===== src/rtl/fetch_stage_if.sv =====
// Fetch-stage bus bundle: instruction-memory handshake on one side, decode hand-off on the other.
// The master modport is the fetch stage; the slave modport is the memory/decode environment.
interface fetch_stage_if;
  logic        imem_req;
  logic [31:0] imem_addr;
  logic        imem_gnt;
  logic        imem_rvalid;
  logic [31:0] imem_rdata;
  logic        stallD;
  logic        flushD;
  logic [31:0] redirect_pc;
  logic        validD;
  logic [31:0] instrD;
  logic [31:0] pcF;
  logic [31:0] pcplusfourF;

  modport master (
    output imem_req, imem_addr, validD, instrD, pcF, pcplusfourF,
    input  imem_gnt, imem_rvalid, imem_rdata, stallD, flushD, redirect_pc
  );

  modport slave (
    input  imem_req, imem_addr, validD, instrD, pcF, pcplusfourF,
    output imem_gnt, imem_rvalid, imem_rdata, stallD, flushD, redirect_pc
  );
endinterface


===== src/rtl/fetch_stage.sv =====
// Instruction fetch front end: owns the fetch PC, issues word requests over req/gnt/rvalid,
// buffers responses in an in-order queue and hands them to decode, squashing on redirect.
module fetch_stage #(
  parameter logic [31:0] RESET_PC  = 32'h0000_0000,
  parameter int          BUF_DEPTH = 2
) (
  input  logic          clk,
  input  logic          rstn,
  fetch_stage_if.master bus
);
  localparam int          AW      = (BUF_DEPTH > 1) ? $clog2(BUF_DEPTH) : 1;
  localparam int          CW      = AW + 1;
  localparam logic [CW:0] DEPTH_C = (CW + 1)'(BUF_DEPTH);
  localparam logic [31:0] NOP     = 32'h0000_0013;

  logic [31:0]          pc_q   [BUF_DEPTH];
  logic [31:0]          data_q [BUF_DEPTH];
  logic [BUF_DEPTH-1:0] filled_q, filled_d;
  logic [AW-1:0]        head_q, head_d;
  logic [AW-1:0]        tail_q, tail_d;
  logic [AW-1:0]        fptr_q, fptr_d;
  logic [CW-1:0]        occ_q, occ_d;
  logic [CW-1:0]        unf_q, unf_d;
  logic [CW-1:0]        drop_q, drop_d;
  logic [31:0]          fpc_q, fpc_d;

  logic [CW:0] used;
  logic        req, fire, fill_evt, drop_evt, rsp_used, valid, pop;
  logic [31:0] head_pc;

  // Credit covers both live queue entries and stale responses still owed by memory.
  assign used     = {1'b0, occ_q} + {1'b0, drop_q};
  assign req      = rstn & ~bus.flushD & (used < DEPTH_C);
  assign fire     = req & bus.imem_gnt;
  assign rsp_used = bus.imem_rvalid & ((drop_q != '0) | (unf_q != '0));
  assign drop_evt = bus.imem_rvalid & (drop_q != '0);
  assign fill_evt = bus.imem_rvalid & (drop_q == '0) & (unf_q != '0);
  assign valid    = (occ_q != '0) & filled_q[head_q] & ~bus.flushD;
  assign pop      = valid & ~bus.stallD;

  always_comb begin
    fpc_d    = fpc_q;
    head_d   = head_q;
    tail_d   = tail_q;
    fptr_d   = fptr_q;
    filled_d = filled_q;
    occ_d    = occ_q;
    unf_d    = unf_q;
    drop_d   = drop_q;
    if (bus.flushD) begin
      // Every unfilled entry becomes a response to discard; this cycle's rvalid retires one of them.
      fpc_d    = bus.redirect_pc & ~32'h3;
      head_d   = '0;
      tail_d   = '0;
      fptr_d   = '0;
      filled_d = '0;
      occ_d    = '0;
      unf_d    = '0;
      drop_d   = drop_q + unf_q - CW'(rsp_used);
    end else begin
      if (fire) begin
        filled_d[tail_q] = 1'b0;
        tail_d           = tail_q + AW'(1);
        fpc_d            = fpc_q + 32'd4;
      end
      if (fill_evt) begin
        filled_d[fptr_q] = 1'b1;
        fptr_d           = fptr_q + AW'(1);
      end
      if (drop_evt) drop_d = drop_q - CW'(1);
      if (pop)      head_d = head_q + AW'(1);
      occ_d = occ_q + CW'(fire) - CW'(pop);
      unf_d = unf_q + CW'(fire) - CW'(fill_evt);
    end
  end

  always_ff @(posedge clk) begin
    if (!rstn) begin
      fpc_q    <= RESET_PC;
      head_q   <= '0;
      tail_q   <= '0;
      fptr_q   <= '0;
      filled_q <= '0;
      occ_q    <= '0;
      unf_q    <= '0;
      drop_q   <= '0;
    end else begin
      fpc_q    <= fpc_d;
      head_q   <= head_d;
      tail_q   <= tail_d;
      fptr_q   <= fptr_d;
      filled_q <= filled_d;
      occ_q    <= occ_d;
      unf_q    <= unf_d;
      drop_q   <= drop_d;
    end
  end

  // Payload storage needs no reset: an entry is only read once allocated and filled.
  always_ff @(posedge clk) begin
    if (fire)     pc_q[tail_q]   <= fpc_q;
    if (fill_evt) data_q[fptr_q] <= bus.imem_rdata;
  end

  assign head_pc         = (occ_q != '0) ? pc_q[head_q] : fpc_q;
  assign bus.imem_req    = req;
  assign bus.imem_addr   = fpc_q;
  assign bus.validD      = valid;
  assign bus.instrD      = valid ? data_q[head_q] : NOP;
  assign bus.pcF         = head_pc;
  assign bus.pcplusfourF = head_pc + 32'd4;
endmodule


===== src/flat_wrapper.sv =====
// flat-port wrapper written by rule: the top's interface ports become plain ports
module fetch_stage_flat 
#(
  parameter logic [31:0] RESET_PC  = 32'h0000_0000,
  parameter int          BUF_DEPTH = 2
)
  (clk, rstn, bus_imem_req, bus_imem_addr, bus_validD, bus_instrD, bus_pcF, bus_pcplusfourF, bus_imem_gnt, bus_imem_rvalid, bus_imem_rdata, bus_stallD, bus_flushD, bus_redirect_pc);
  fetch_stage_if bus_i ();
  input  logic clk;
  input  logic rstn;
  output wire logic [$bits(bus_i.imem_req)-1:0] bus_imem_req;
  output wire logic [$bits(bus_i.imem_addr)-1:0] bus_imem_addr;
  output wire logic [$bits(bus_i.validD)-1:0] bus_validD;
  output wire logic [$bits(bus_i.instrD)-1:0] bus_instrD;
  output wire logic [$bits(bus_i.pcF)-1:0] bus_pcF;
  output wire logic [$bits(bus_i.pcplusfourF)-1:0] bus_pcplusfourF;
  input wire logic [$bits(bus_i.imem_gnt)-1:0] bus_imem_gnt;
  input wire logic [$bits(bus_i.imem_rvalid)-1:0] bus_imem_rvalid;
  input wire logic [$bits(bus_i.imem_rdata)-1:0] bus_imem_rdata;
  input wire logic [$bits(bus_i.stallD)-1:0] bus_stallD;
  input wire logic [$bits(bus_i.flushD)-1:0] bus_flushD;
  input wire logic [$bits(bus_i.redirect_pc)-1:0] bus_redirect_pc;
  assign bus_imem_req = bus_i.imem_req;
  assign bus_imem_addr = bus_i.imem_addr;
  assign bus_validD = bus_i.validD;
  assign bus_instrD = bus_i.instrD;
  assign bus_pcF = bus_i.pcF;
  assign bus_pcplusfourF = bus_i.pcplusfourF;
  assign bus_i.imem_gnt = bus_imem_gnt;
  assign bus_i.imem_rvalid = bus_imem_rvalid;
  assign bus_i.imem_rdata = bus_imem_rdata;
  assign bus_i.stallD = bus_stallD;
  assign bus_i.flushD = bus_flushD;
  assign bus_i.redirect_pc = bus_redirect_pc;
  fetch_stage #(.RESET_PC(RESET_PC), .BUF_DEPTH(BUF_DEPTH)) u_core (.clk(clk), .rstn(rstn), .bus(bus_i));
endmodule

===== config.mk =====
export PLATFORM = sky130hd
export DESIGN_NAME = fetch_stage_flat
export DESIGN_NICKNAME = d
export VERILOG_FILES = /design/src/rtl/fetch_stage_if.sv /design/src/rtl/fetch_stage.sv /design/src/flat_wrapper.sv
export SDC_FILE = /design/constraint.sdc
export NUM_CORES = 1
export LEC_CHECK = 0
export ABC_AREA = 1
export ABC_CLOCK_PERIOD_IN_PS = 5000
export CAP_MARGIN = 0
export CORE_MARGIN = 3
export CORE_UTILIZATION = 35
export DETAILED_ROUTE_END_ITERATION = 7
export SKIP_CTS_REPAIR_TIMING = 1
export SLEW_MARGIN = 20
export SYNTH_ARGS = -nofsm -noshare
export SYNTH_HDL_FRONTEND = slang
export SYNTH_SLANG_ARGS = --single-unit
export TNS_END_PERCENT = 50

===== constraint.sdc =====
create_clock -name clk -period 5 [get_ports clk]
set_input_delay 0.5 -clock clk [delete_from_list [all_inputs] [get_ports clk]]
set_output_delay 0.5 -clock clk [all_outputs]
set_load 0.005 [all_outputs]

== Word level (Yosys, flattened, before mapping) ==
Memories as Yosys holds them, arrays and structs flattened. A register that Yosys moved wholly into a read port is not among the register bits.
Index checks and enable logic that the tools add are counted.
Operators by class
  $lt $le $gt $ge: 6
  $add $sub $neg: 13
  bitwise operators: 17
  muxes and demuxes: 23
  reductions and logical operators: 9
Operators by type and width (number)
  two-way mux 32 bit: 4
  adder 32 x 3 -> 32 bit, second input constant: 2
  two-way mux 1 bit: 12
  bitwise AND 1 bit: 10
  two-way mux 2 bit: 5
  nonzero test 2 bit: 5
  < comparator 1 x 2 -> 1 bit, second input constant: 3
  subtractor 2 x 1 -> 2 bit: 3
  adder 2 x 1 -> 2 bit: 2
  adder 1 bit, second input constant: 3
  adder 2 x 2 -> 3 bit: 1
  < comparator 3 x 2 -> 1 bit, second input constant: 1
  inverter 1 bit: 3
  adder 2 bit: 1
  bitwise AND 2 bit: 1
  demux 1 bit (select 1 bit): 2
  >= comparator 1 bit, second input constant: 2
  logical AND 1 bit: 2
  zero test 2 bit: 1
  inverter 2 bit: 1
  OR 2 bit: 1
  OR reduction 2 bit: 1
  subtractor 2 x 1 -> 2 bit, second input constant: 1
  OR 1 bit: 1
Storage, ports and cells
  logic and storage cells: 79
  register bits: 43
  memories: 2
  bits of input ports: 70
  bits in writable memories: 128
  output and inout bits: 130
Memories
  u_core.data_q: words 2, width 32, rd ports 1, clocked after Yosys merged registers in 1, wr ports 1, RTL line fetch_stage.sv:17  | logic [31:0] data_q [BUF_DEPTH];
  u_core.pc_q: words 2, width 32, rd ports 1, clocked after Yosys merged registers in 1, wr ports 1, RTL line fetch_stage.sv:16  | logic [31:0] pc_q [BUF_DEPTH];

== Longest topological paths before layout ==
Gate-level depths: netlist of run 1.
  word-level depth: 10
  depth in mapped cells: 15
  depth with buffers taken out: 13

== Least setup slack after synthesis of run 1 ==
No wires, ideal clock.
  path type: register -> register
  from: reg u_core.drop_q[1]
  to: mem u_core.data_q[0][0], enable pin
  period minus slack after synthesis: 4338 ps
  cell stages (with the launch flop): 5
  setup time: 505 ps
  arrival time: 3833 ps
  required time: 4495 ps
  path slack: 662 ps
  cells stage by stage: dfxtp_1 > inv_1 > ha_1 > inv_1 > nor4_1
Between the ends
  cells in the longest elaborated chain, start to end: 5
Ends and longest elaborated chain
  start, declared: RTL line fetch_stage.sv:24  | logic [CW-1:0] drop_q, drop_d;
  start signal, assigned: RTL line fetch_stage.sv:95  | drop_q <= drop_d;
  zero test 2 bit: RTL line fetch_stage.sv:37  | assign fill_evt = bus.imem_rvalid & (drop_q == '0) & (unf_q != '0);
  bitwise AND 1 bit (2 in a row): RTL line fetch_stage.sv:37
  two-way mux 1 bit: RTL line fetch_stage.sv:102  | if (fill_evt) data_q[fptr_q] <= bus.imem_rdata;
  two-way mux 1 bit (not written as such): RTL line fetch_stage.sv:102
  end, declared: RTL line fetch_stage.sv:17
Every way passes these cells.

== Final worst setup path of run 1 ==
  from: reg u_core.occ_q[1]
  to: out bus_pcplusfourF[14]
Between the ends
  cells in the longest elaborated chain, start to end: 3
Ends and longest elaborated chain
  start, declared: RTL line fetch_stage.sv:22  | logic [CW-1:0] occ_q, occ_d;
  start signal, assigned: RTL line fetch_stage.sv:84  | occ_q <= '0;
  start signal, assigned: RTL line fetch_stage.sv:93  | occ_q <= occ_d;
  nonzero test 2 bit: RTL line fetch_stage.sv:105  | assign head_pc = (occ_q != '0) ? pc_q[head_q] : fpc_q;
  two-way mux 32 bit: RTL line fetch_stage.sv:105
  adder 32 x 3 -> 32 bit: RTL line fetch_stage.sv:111  | assign bus.pcplusfourF = head_pc + 32'd4;
  end, declared: RTL line flat_wrapper.sv:16  | output wire logic [$bits(bus_i.pcplusfourF)-1:0] bus_pcplusfourF;
Every way passes these cells.

==> metrics.md, run 1 <==
| Metric | Value |
|---|---|
| Via count normalized by instance count | `4.832` |
| Most frequent cell after synthesis | `nand2_1` |
| Max-slew violation count | `0` |
| CP Launch Type | `flop` |
| CTS tree | `yes` |
| Clock transition at path regs | `0.06 ns` |
| Power per standard cell area | `274.9 nW/um^2` |
| Overall routing resource usage | `18.69%` |
| Cell area after placement | `11170 um^2` |
| Final Routed Wirelength | `26390 um` |
| Area of the die | `27770 um^2` |
| Cell-internal power | `2458 uW` |
| Yosys top cell area share | `41.23%` |
| Number of antenna violations at the first check in global routing | `0` |
| Final setup viols | `0` |
| Data required time of the worst path | `4.50 ns` |
| Initial cell density of the core | `35.76%` |
| Pin count of the biggest net entering global routing | `51` |
| Total I/O pin count | `200` |
| H-tree levels | `4` |
| Run status | `complete, no violations` |
| Setup TNS after final layout | `0 ns` |
| Root Buffer Master | `clkbuf_16` |
| Synthesized area per cell | `7.929 um^2` |
| Inserted Clock Buffers | `17` |
| Final Util | `46.53%` |
| Worst-margin pin slew | `0.8163 ns` |
| Number of synthesized flops with an enable pin | `124` |
| Final Hold Violating Endpoints | `0` |
| Largest fanout of any net on the critical path | `50` |
| Cell area after technology mapping | `9031 um^2` |
| Vias after detailed routing | `8035` |
| Fraction of layout instances using a drive strength above 1 | `7.802%` |
| Fraction of synthesis flops using an asynchronous set or reset pin | `0%` |
| Worst endpoint data arrival time | `3.51 ns` |
| Global-route congestion overflow total | `0` |
| Maximum clock rate | `249.3 MHz` |
| Setup WS post-layout | `0.9892 ns` |
| Design Area, Final | `11750 um^2` |
| Post-synth top area cell | `edfxtp_1` |
| Core Rows | `58` |
| Relative max-transition margin | `45.45%` |
| Final net count | `1400` |
| Final Total Pwr | `3230 uW` |
| Part of the total power dissipated in the clock network | `39.5%` |
| Relative contribution of sequential cells to total power | `48.3%` |
| Comb pwr share | `12.2%` |
| Post-Place Worst Slack | `1.412 ns` |
| N_diodes | `0` |
| Longest Clk Path Bufs | `2` |
| Fill cell count | `2519` |
| Number of global-route vias before repair | `7431` |
| Clock tree sinks | `166` |
| Buffers on Ports | `191` |
| Fin Clk Skew | `0.01016 ns` |
| Part of the Yosys area used for sequential elements | `50.54%` |
| Worst hold-check path type | `reg2reg` |
| Standard cell core area | `25250 um^2` |
| Crit end category | `output pin` |
| Most common flop cell mapped by yosys | `edfxtp_1` |
| Setup CP Type | `reg2out` |
| Min Clock Period, post-route | `4.011 ns` |
| Post-detail-place hpwl | `19350 um` |
| Cell variety after synth | `40` |
| Setup repair after global routing missed its margin | `no` |
| Routed wirelength normalized by instance count | `15.87 um` |
| Chip Height | `166.6 um` |
| Final worst path period share | `80.22%` |
| Die extent in x | `166.6 um` |
| Iteration count of the initial detailed-routing pass | `5` |
| Number of max-capacitance violations reported | `0` |
| First-pass GRT wire length | `41120 um` |
| Number of synthesized register bits | `166` |
| Power spent charging and discharging nets | `771.9 uW` |
| Number of DRC violations after detailed routing | `0` |
| Count of mapped cells out of synthesis | `1139` |
| Count of yosys warnings during synthesis | `0` |
| Maximum vdd ir drop | `0.0002389 V` |
| Leakage power | `0.004575 uW` |
| DRT iter0 DRCs | `648` |
| Switching share of power | `23.90%` |
| Synth top area cells | `edfxtp_1, nand2_1, dfxtp_1, inv_1, nand3_1` |
| Layout overhead on the synthesized area | `30.11%` |
| Most frequent cells after synthesis | `nand2_1, edfxtp_1, inv_1` |
| Later-pin clock latency in the skew report | `0.42 ns` |
| GPL Wtd Cong | `0.8782` |
| Number of nets with antenna violations after detailed routing | `0` |
registers in the layout (all words and copies together), names as in the netlist, named ones only:
name and cells:
u_core.bus.imem_addr 30, u_core.data_q 64, u_core.drop_q 2, u_core.filled_q 2
u_core.fptr_q 1, u_core.head_q 1, u_core.occ_q 2, u_core.pc_q 60
u_core.tail_q 1, u_core.unf_q 2
final timing paths:
| check | from | to | slack (ns) | cells after the start |
|---|---|---|---|---|
| min reg2reg | u_core.filled_q[1] | u_core.filled_q[1] | 0.50 | 2 |
| max | u_core.occ_q[1] | bus_pcplusfourF[14] | 0.99 | 12 |
| min | u_core.filled_q[1] | u_core.filled_q[1] | 0.50 | 2 |
| max reg2reg | u_core.drop_q[0] | u_core.bus.imem_addr[12] | 2.06 | 9 |
worst max-delay path, stage by stage (launching register included):
cell and delay (ns):
dfxtp_1 0.35, inv_2 0.08, nand2_4 0.30, inv_4 0.50, nand2_1 0.15, nand2_2 0.15, ha_1 0.22, nand3_1 0.24
inv_1 0.13, nand2_2 0.09, nor2_4 0.16, xor2_1 0.17, clkdlybuf4s50_1 0.52
layer usage:
metal  share of wire [%]  GRT usage (%)  routed length [um]  up-vias
met4                 1.8          5.201                 472        0
met1                  46          26.60               12040     3699
met2                  46          29.60               12070      280
li1                    -              -                   -     4023
met3                 6.8          3.157                1801       33
met5                   0              0                   0        -
power by group through the flow:
stage                     registers, uW  logic [uW]  clock network (uW)
after floorplan                    1570         177                   0
after global placement             1590         390                   0
after detailed placement           1590         394                   0
after CTS                          1560         396                1300
after global routing               1560         436                1360
final                              1560         394                1280
through the flow:
stage,hold slack (ns),std cells
2_1_floorplan,0.4465,1144
3_3_place_gp,0.4711,1631
3_5_place_dp,0.4872,1631
4_1_cts,0.4966,1663
5_1_grt,0.5137,1663
6_report,0.4954,1663
cell type report:
cell class / count / area (um^2) / area share, %
Clock buffer: 21 / 450.4 / 3.833
Multi-Input combinational cell: 825 / 3789 / 32.24
Sequential cell: 166 / 4566 / 38.86
Inverter: 109 / 419.2 / 3.567
Clock inverter: 11 / 126.4 / 1.075
Timing Repair Buffer: 201 / 1987 / 16.91
Tap cell: 330 / 412.9 / 3.514
layout by cell type (no fill, tap or decap), types with 4 or more instances in the layout:
| cell type | count |
|---|---|
| clkbuf_16 | 17 |
| buf_4 | 10 |
| dfxtp_1 | 41 |
| nand3_1 | 69 |
| nand2_1 | 459 |
| conb_1 | 6 |
| or2_2 | 4 |
| nor2_4 | 5 |
| clkinvlp_4 | 4 |
| nand2_2 | 23 |
| a31oi_1 | 6 |
| nor3_1 | 11 |
| nor2_1 | 76 |
| o21ai_0 | 28 |
| ha_1 | 9 |
| nand4_1 | 10 |
| edfxtp_1 | 124 |
| xnor2_1 | 6 |
| xor2_1 | 18 |
| inv_2 | 7 |
| clkdlybuf4s50_1 | 191 |
| nor2_2 | 20 |
| a21oi_1 | 57 |
| inv_1 | 100 |
logic make-up (layout without fill, tap and decap cells):
group | after synthesis | in the layout | synth area share [%]
buf+inv | 153 | 342 | 7.842
simple gates | 683 | 683 | 31.80
fa+ha+maj | 10 | 10 | 1.469
compound gates | 102 | 102 | 5.985
xor+xnor | 24 | 24 | 2.327
other cells | 1 | 6 | 0.04152
flops | 166 | 166 | 50.54
No activity file was read; power rests on OpenSTA's default activity.
==> run 2, diff against run 1 <==
- ABC_CLOCK_PERIOD_IN_PS: 5000 -> 3500
- clock period: 5 -> 3.5 ns (I/O delays scaled with it)
==> run 2 against run 1 <==
  * Cell count is 0.90% higher
  * Combinational power is 51% higher
  * Sequential power grew 42%
  * Sequential cell count is the same
  * Highest routed layer unchanged
==> metrics.md, run 2 (synthesis gave the netlist of run 1 again) <==
| Metric | Value |
|---|---|
| Run status | `complete, no violations` |
| Global-route congestion overflow total | `0` |
| Final Routed Wirelength | `26750 um` |
| Standard cell core area | `25250 um^2` |
| Power per standard cell area | `401.8 nW/um^2` |
| Post-detail-place hpwl | `19890 um` |
| Setup repair after global routing missed its margin | `no` |
| Fin Clk Skew | `0.009346 ns` |
| Post-Place Worst Slack | `0.4901 ns` |
| Maximum vdd ir drop | `0.0002998 V` |
| Setup TNS after final layout | `0 ns` |
| Pin count of the biggest net entering global routing | `34` |
| Cell area after placement | `11290 um^2` |
| Later-pin clock latency in the skew report | `0.43 ns` |
| DRT iter0 DRCs | `767` |
| Chip Height | `166.6 um` |
| Number of nets with antenna violations after detailed routing | `0` |
| Final setup viols | `0` |
| Die extent in x | `166.6 um` |
| Fraction of layout instances using a drive strength above 1 | `9.125%` |
| Vias after detailed routing | `8064` |
| Routed wirelength normalized by instance count | `15.94 um` |
| Register with the most flip-flops | `u_core.data_q` |
| Largest fanout of any net on the critical path | `31` |
| Setup CP Type | `reg2out` |
| CTS tree | `yes` |
| Final net count | `1415` |
| Number of DRC violations after detailed routing | `0` |
| Via count normalized by instance count | `4.806` |
| Total I/O pin count | `200` |
| Number of antenna violations at the first check in global routing | `0` |
| Relative max-transition margin | `47.24%` |
| CP Launch Type | `flop` |
| Clock tree sinks | `166` |
| Iteration count of the initial detailed-routing pass | `5` |
| N_diodes | `0` |
| Number of global-route vias before repair | `7714` |
| Worst endpoint data arrival time | `2.94 ns` |
| Area of the die | `27770 um^2` |
| Worst hold-check path type | `reg2reg` |
| Maximum clock rate | `304.2 MHz` |
| Core Rows | `58` |
| Clock transition at path regs | `0.07 ns` |
| GPL Wtd Cong | `0.9333` |
| Initial cell density of the core | `35.76%` |
| Layout overhead on the synthesized area | `32.52%` |
| Number of flip-flops in the largest register | `64` |
| Design Area, Final | `11970 um^2` |
| Inserted Clock Buffers | `17` |
| Worst-margin pin slew | `0.7905 ns` |
| Commonest cells after routing, fill and taps aside | `nand2_1, clkdlybuf4s50_1, edfxtp_1` |
| Overall routing resource usage | `19.09%` |
| Min Clock Period, post-route | `3.287 ns` |
| Final Hold Violating Endpoints | `0` |
| Most common library cell in the layout ignoring fill and taps | `nand2_1` |
| Max-slew violation count | `0` |
| H-tree levels | `4` |
| Data required time of the worst path | `3.15 ns` |
| Buffers on Ports | `191` |
| Number of max-capacitance violations reported | `0` |
| Setup WS post-layout | `0.2130 ns` |
| Leakage power | `0.004693 uW` |
| Final worst path period share | `93.91%` |
| First-pass GRT wire length | `41810 um` |
| Longest Clk Path Bufs | `2` |
| Crit end category | `output pin` |
| Root Buffer Master | `clkbuf_16` |
-- run 2: cell count changes in the layout (fill, tap and decap cells not counted), moves of 3 or more --
cell,change
inv_8,+4
inv_6,+3
buf_4,+10
buf_6,+3
clkbuf_1,-3
-- run 2: final timing paths --
path | startpoint | to | slack, ns | depth (start not counted)
worst min register to register | u_core.filled_q[1] | u_core.filled_q[1] | 0.48 | 2
worst max register to register | u_core.drop_q[0] | u_core.unf_q[1] | 0.78 | 11
worst min-delay path | u_core.filled_q[1] | u_core.filled_q[1] | 0.48 | 2
worst max-delay path | u_core.occ_q[1] | bus_pcplusfourF[17] | 0.21 | 11
-- run 2: final cells by class --
type	count	area [um^2]
fill	2469	13290
inverter	109	429.2
clock inverter	15	210.2
multi-input combinational	825	3802
clock buffer	17	425.4
timing repair buffer	215	2111
sequential	166	4568
tap	330	412.9
timing repair inverter	1	8.758
-- run 2: report_power, final --
group	leakage [uW]	switching [uW]	total (uW)	internal (uW)
Clock	0.000305	843	2000	1160
Sequential	0.00149	58.0	2220	2160
Combinational	0.00290	302	593	291
Total	0.00469	1200	4810	3610
-- run 2: stage by stage --
stage               utilization, %  std cells  hold WS [ns]  total power, uW
floorplan                        -       1144        0.4465             2499
global placement             44.69       1645        0.4683             2843
detailed placement           44.69       1645        0.4719             2850
CTS                          47.21       1677        0.4738             4837
global route                 47.39       1678        0.4811             4990
finish                       47.39       1678        0.4750             4809
-- run 2: routing by layer --
metal  track usage [%]  routed length (um)  part of all wire (%)  vias to the layer above
met5                 0                   0                     0                        -
met4             5.775                 490                   1.8                        0
met3             3.181                1934                   7.2                       35
met2             29.99               12070                    45                      282
met1             27.21               12260                    46                     3692
li1                  -                   -                     -                     4055
-- run 2: worst max-delay path: stages, from the launching register on --
cell	delay (ns)
dfxtp_1	0.41
inv_2	0.06
nand2_4	0.28
buf_8	0.26
nand2_1	0.09
nand2_2	0.15
nand2_1	0.12
nor2_1	0.18
nand2_1	0.09
nor2_1	0.12
xor2_1	0.19
clkdlybuf4s50_1	0.53
==> run 3, diff against run 2 <==
- DONT_BUFFER_PORTS: default -> 1
==> run 3 against run 2 <==
  * Core utilization decreased by 7.2 points
  * Combinational power shrank 38%
  * Via count shrank 7.8%
  * Sequential power about the same
  * Critical path depth rose by 1
  * Non-clock buffer count shrank 175
  * Power shrank 7.1%
  * Cell count shrank 10%
==> metrics.md, run 3 (synthesis gave the netlist of run 1 again) <==
| Metric | Value |
|---|---|
| Run status | `complete, no violations` |
| Startpoint of the tightest hold check path | `bus_imem_rdata[24]` |
| Total I/O pin count | `200` |
| Global-route congestion overflow total | `0` |
| Post-detail-place hpwl | `19120 um` |
| Worst hold-check path type | `in2reg` |
| Number of antenna violations at the first check in global routing | `1` |
| Setup repair after global routing missed its margin | `no` |
| Overall routing resource usage | `18.22%` |
| Number of cell instances on the worst register-to-register path | `11` |
| Final Routed Wirelength | `25920 um` |
| N_diodes | `0` |
| Worst reg-to-reg setup slack | `0.86 ns` |
| Final Total Pwr | `4465 uW` |
| Amount of wire on met2 after detailed routing | `12040 um` |
| Clock tree sinks | `166` |
| Die extent in x | `166.6 um` |
| Post-Place Worst Slack | `0.7601 ns` |
| GPL Wtd Cong | `0.8737` |
| Final net count | `1239` |
| Setup CP Type | `reg2out` |
| Longest Clk Path Bufs | `2` |
| Setup TNS after final layout | `0 ns` |
| Placed Cells | `1444` |
| Inserted Clock Buffers | `17` |
| Initial cell density of the core | `35.76%` |
| Root Buffer Master | `clkbuf_16` |
| Fill cell count | `2585` |
| Standard cell core area | `25250 um^2` |
| Layout overhead on the synthesized area | `12.34%` |
| Crit end category | `output pin` |
| CP Launch Type | `flop` |
| Hold Path End | `u_core.data_q[0][24]` |
| Vias after detailed routing | `7436` |
| Data required time of the worst path | `3.15 ns` |
| Maximum clock rate | `318.8 MHz` |
| Chip Height | `166.6 um` |
| H-tree levels | `4` |
| Final setup viols | `0` |
| Power per standard cell area | `440.1 nW/um^2` |
| Min Clock Period, post-route | `3.136 ns` |
| Routed wirelength normalized by instance count | `17.26 um` |
| Count of non-filler cells in the finished layout | `1502` |
| Number of flip-flops in the largest register | `64` |
| Routed metal-1 wirelength | `11240 um` |
| Setup WS post-layout | `0.3636 ns` |
| Worst endpoint data arrival time | `2.79 ns` |
| Worst hold path cell count | `0` |
| Met3 WL post-DR | `2216 um` |
| Final worst path period share | `89.61%` |
| DRT iter0 DRCs | `632` |
| Worst-margin pin slew | `0.7973 ns` |
| Clock transition at path regs | `0.07 ns` |
| Largest fanout of any net on the critical path | `29` |
| Reg-to-Reg End | `u_core.unf_q[1]` |
| Register with the most flip-flops | `u_core.data_q` |
| Number of DRC violations after detailed routing | `0` |
| Pin count of the biggest net entering global routing | `43` |
| Fin Clk Skew | `0.01352 ns` |
| Via count normalized by instance count | `4.951` |
| Buffers on Ports | `0` |
| Leakage power | `0.004022 uW` |
| CTS tree | `yes` |
| Number of global-route vias before repair | `7003` |
| Number of nets with antenna violations after detailed routing | `0` |
| Commonest cells after routing, fill and taps aside | `nand2_1, edfxtp_1, inv_1` |
| Fraction of layout instances using a drive strength above 1 | `9.300%` |
| Max-slew violation count | `0` |
| Area of the die | `27770 um^2` |
| Number of max-capacitance violations reported | `0` |
| Later-pin clock latency in the skew report | `0.43 ns` |
| Relative max-transition margin | `46.72%` |
| Maximum vdd ir drop | `0.0003024 V` |
| First-pass GRT wire length | `39870 um` |
| Worst reg2reg path startpoint | `u_core.drop_q[0]` |
| Iteration count of the initial detailed-routing pass | `5` |
| Final Hold Violating Endpoints | `0` |
| Core Rows | `58` |
| Most common library cell in the layout ignoring fill and taps | `nand2_1` |
| Highest layer used for signal routing | `met5` |
## run 3: cell count changes in the layout (fill, tap and decap cells not counted), sizes merged, moves of 2 or more
cell           change
clkinvlp           -2
clkdlybuf4s50    -191
bufinv             -2
buf               -10
dlygate4sd3       +26
inv                +4
## run 3: cell type report
| type | count | area (um^2) | share of cell area [%] |
|---|---|---|---|
| clock buffer | 17 | 425.4 | 4.193 |
| clock inverter | 15 | 160.2 | 1.578 |
| inverter | 109 | 419.2 | 4.131 |
| multi-input combinational | 825 | 3797 | 37.43 |
| sequential | 166 | 4566 | 45.00 |
| tap | 330 | 412.9 | 4.070 |
| timing repair buffer | 40 | 365.4 | 3.601 |
## run 3: metrics by stage
stage | cell area, um^2 | hold WS [ns] | util [%]
floorplan | 9056 | 0.4465 | -
global placement | 9300 | 0.4490 | 36.83
detailed placement | 9300 | 0.4490 | 36.83
CTS | 9886 | 0.002371 | 39.14
global route | 10150 | 0.003255 | 40.18
finish | 10150 | 0.02289 | 40.18
## run 3: per-layer routing
metal	global-route usage (%)	vias to the layer above
li1	-	3694
met1	24.59	3446
met2	29.30	266
met3	4.581	28
met4	5.093	2
met5	0	-
## run 3: worst max-delay path by stage
stage | start | depth (start not counted) | end | slack [ns]
2_1_floorplan | u_core.drop_q[0] | 7 | u_core.pc_q[1][10] | 0.40
3_3_place_gp | u_core.occ_q[1] | 13 | bus_pcplusfourF[20] | 0.81
3_5_place_dp | u_core.occ_q[1] | 12 | bus_pcplusfourF[22] | 0.76
4_1_cts | u_core.occ_q[1] | 12 | bus_pcplusfourF[22] | 0.30
5_1_grt | u_core.occ_q[1] | 13 | bus_pcplusfourF[22] | 0.06
6_report | u_core.occ_q[1] | 12 | bus_pcplusfourF[22] | 0.36
## run 3: critical path: stages (launching register included)
cell and delay (ns):
dfxtp_1 0.42, inv_2 0.06, nand2_4 0.23, buf_4 0.36, nand2_1 0.11, nand2_2 0.12
ha_1 0.23, nand3_1 0.25, inv_1 0.13, nand2_2 0.09, nor2_4 0.16, nand3_1 0.09
nand2_1 0.11
## run 3: power by group
group / internal [uW] / switching (uW)
combinational: 117 / 252
clock: 1020 / 849
sequential: 2160 / 69.9
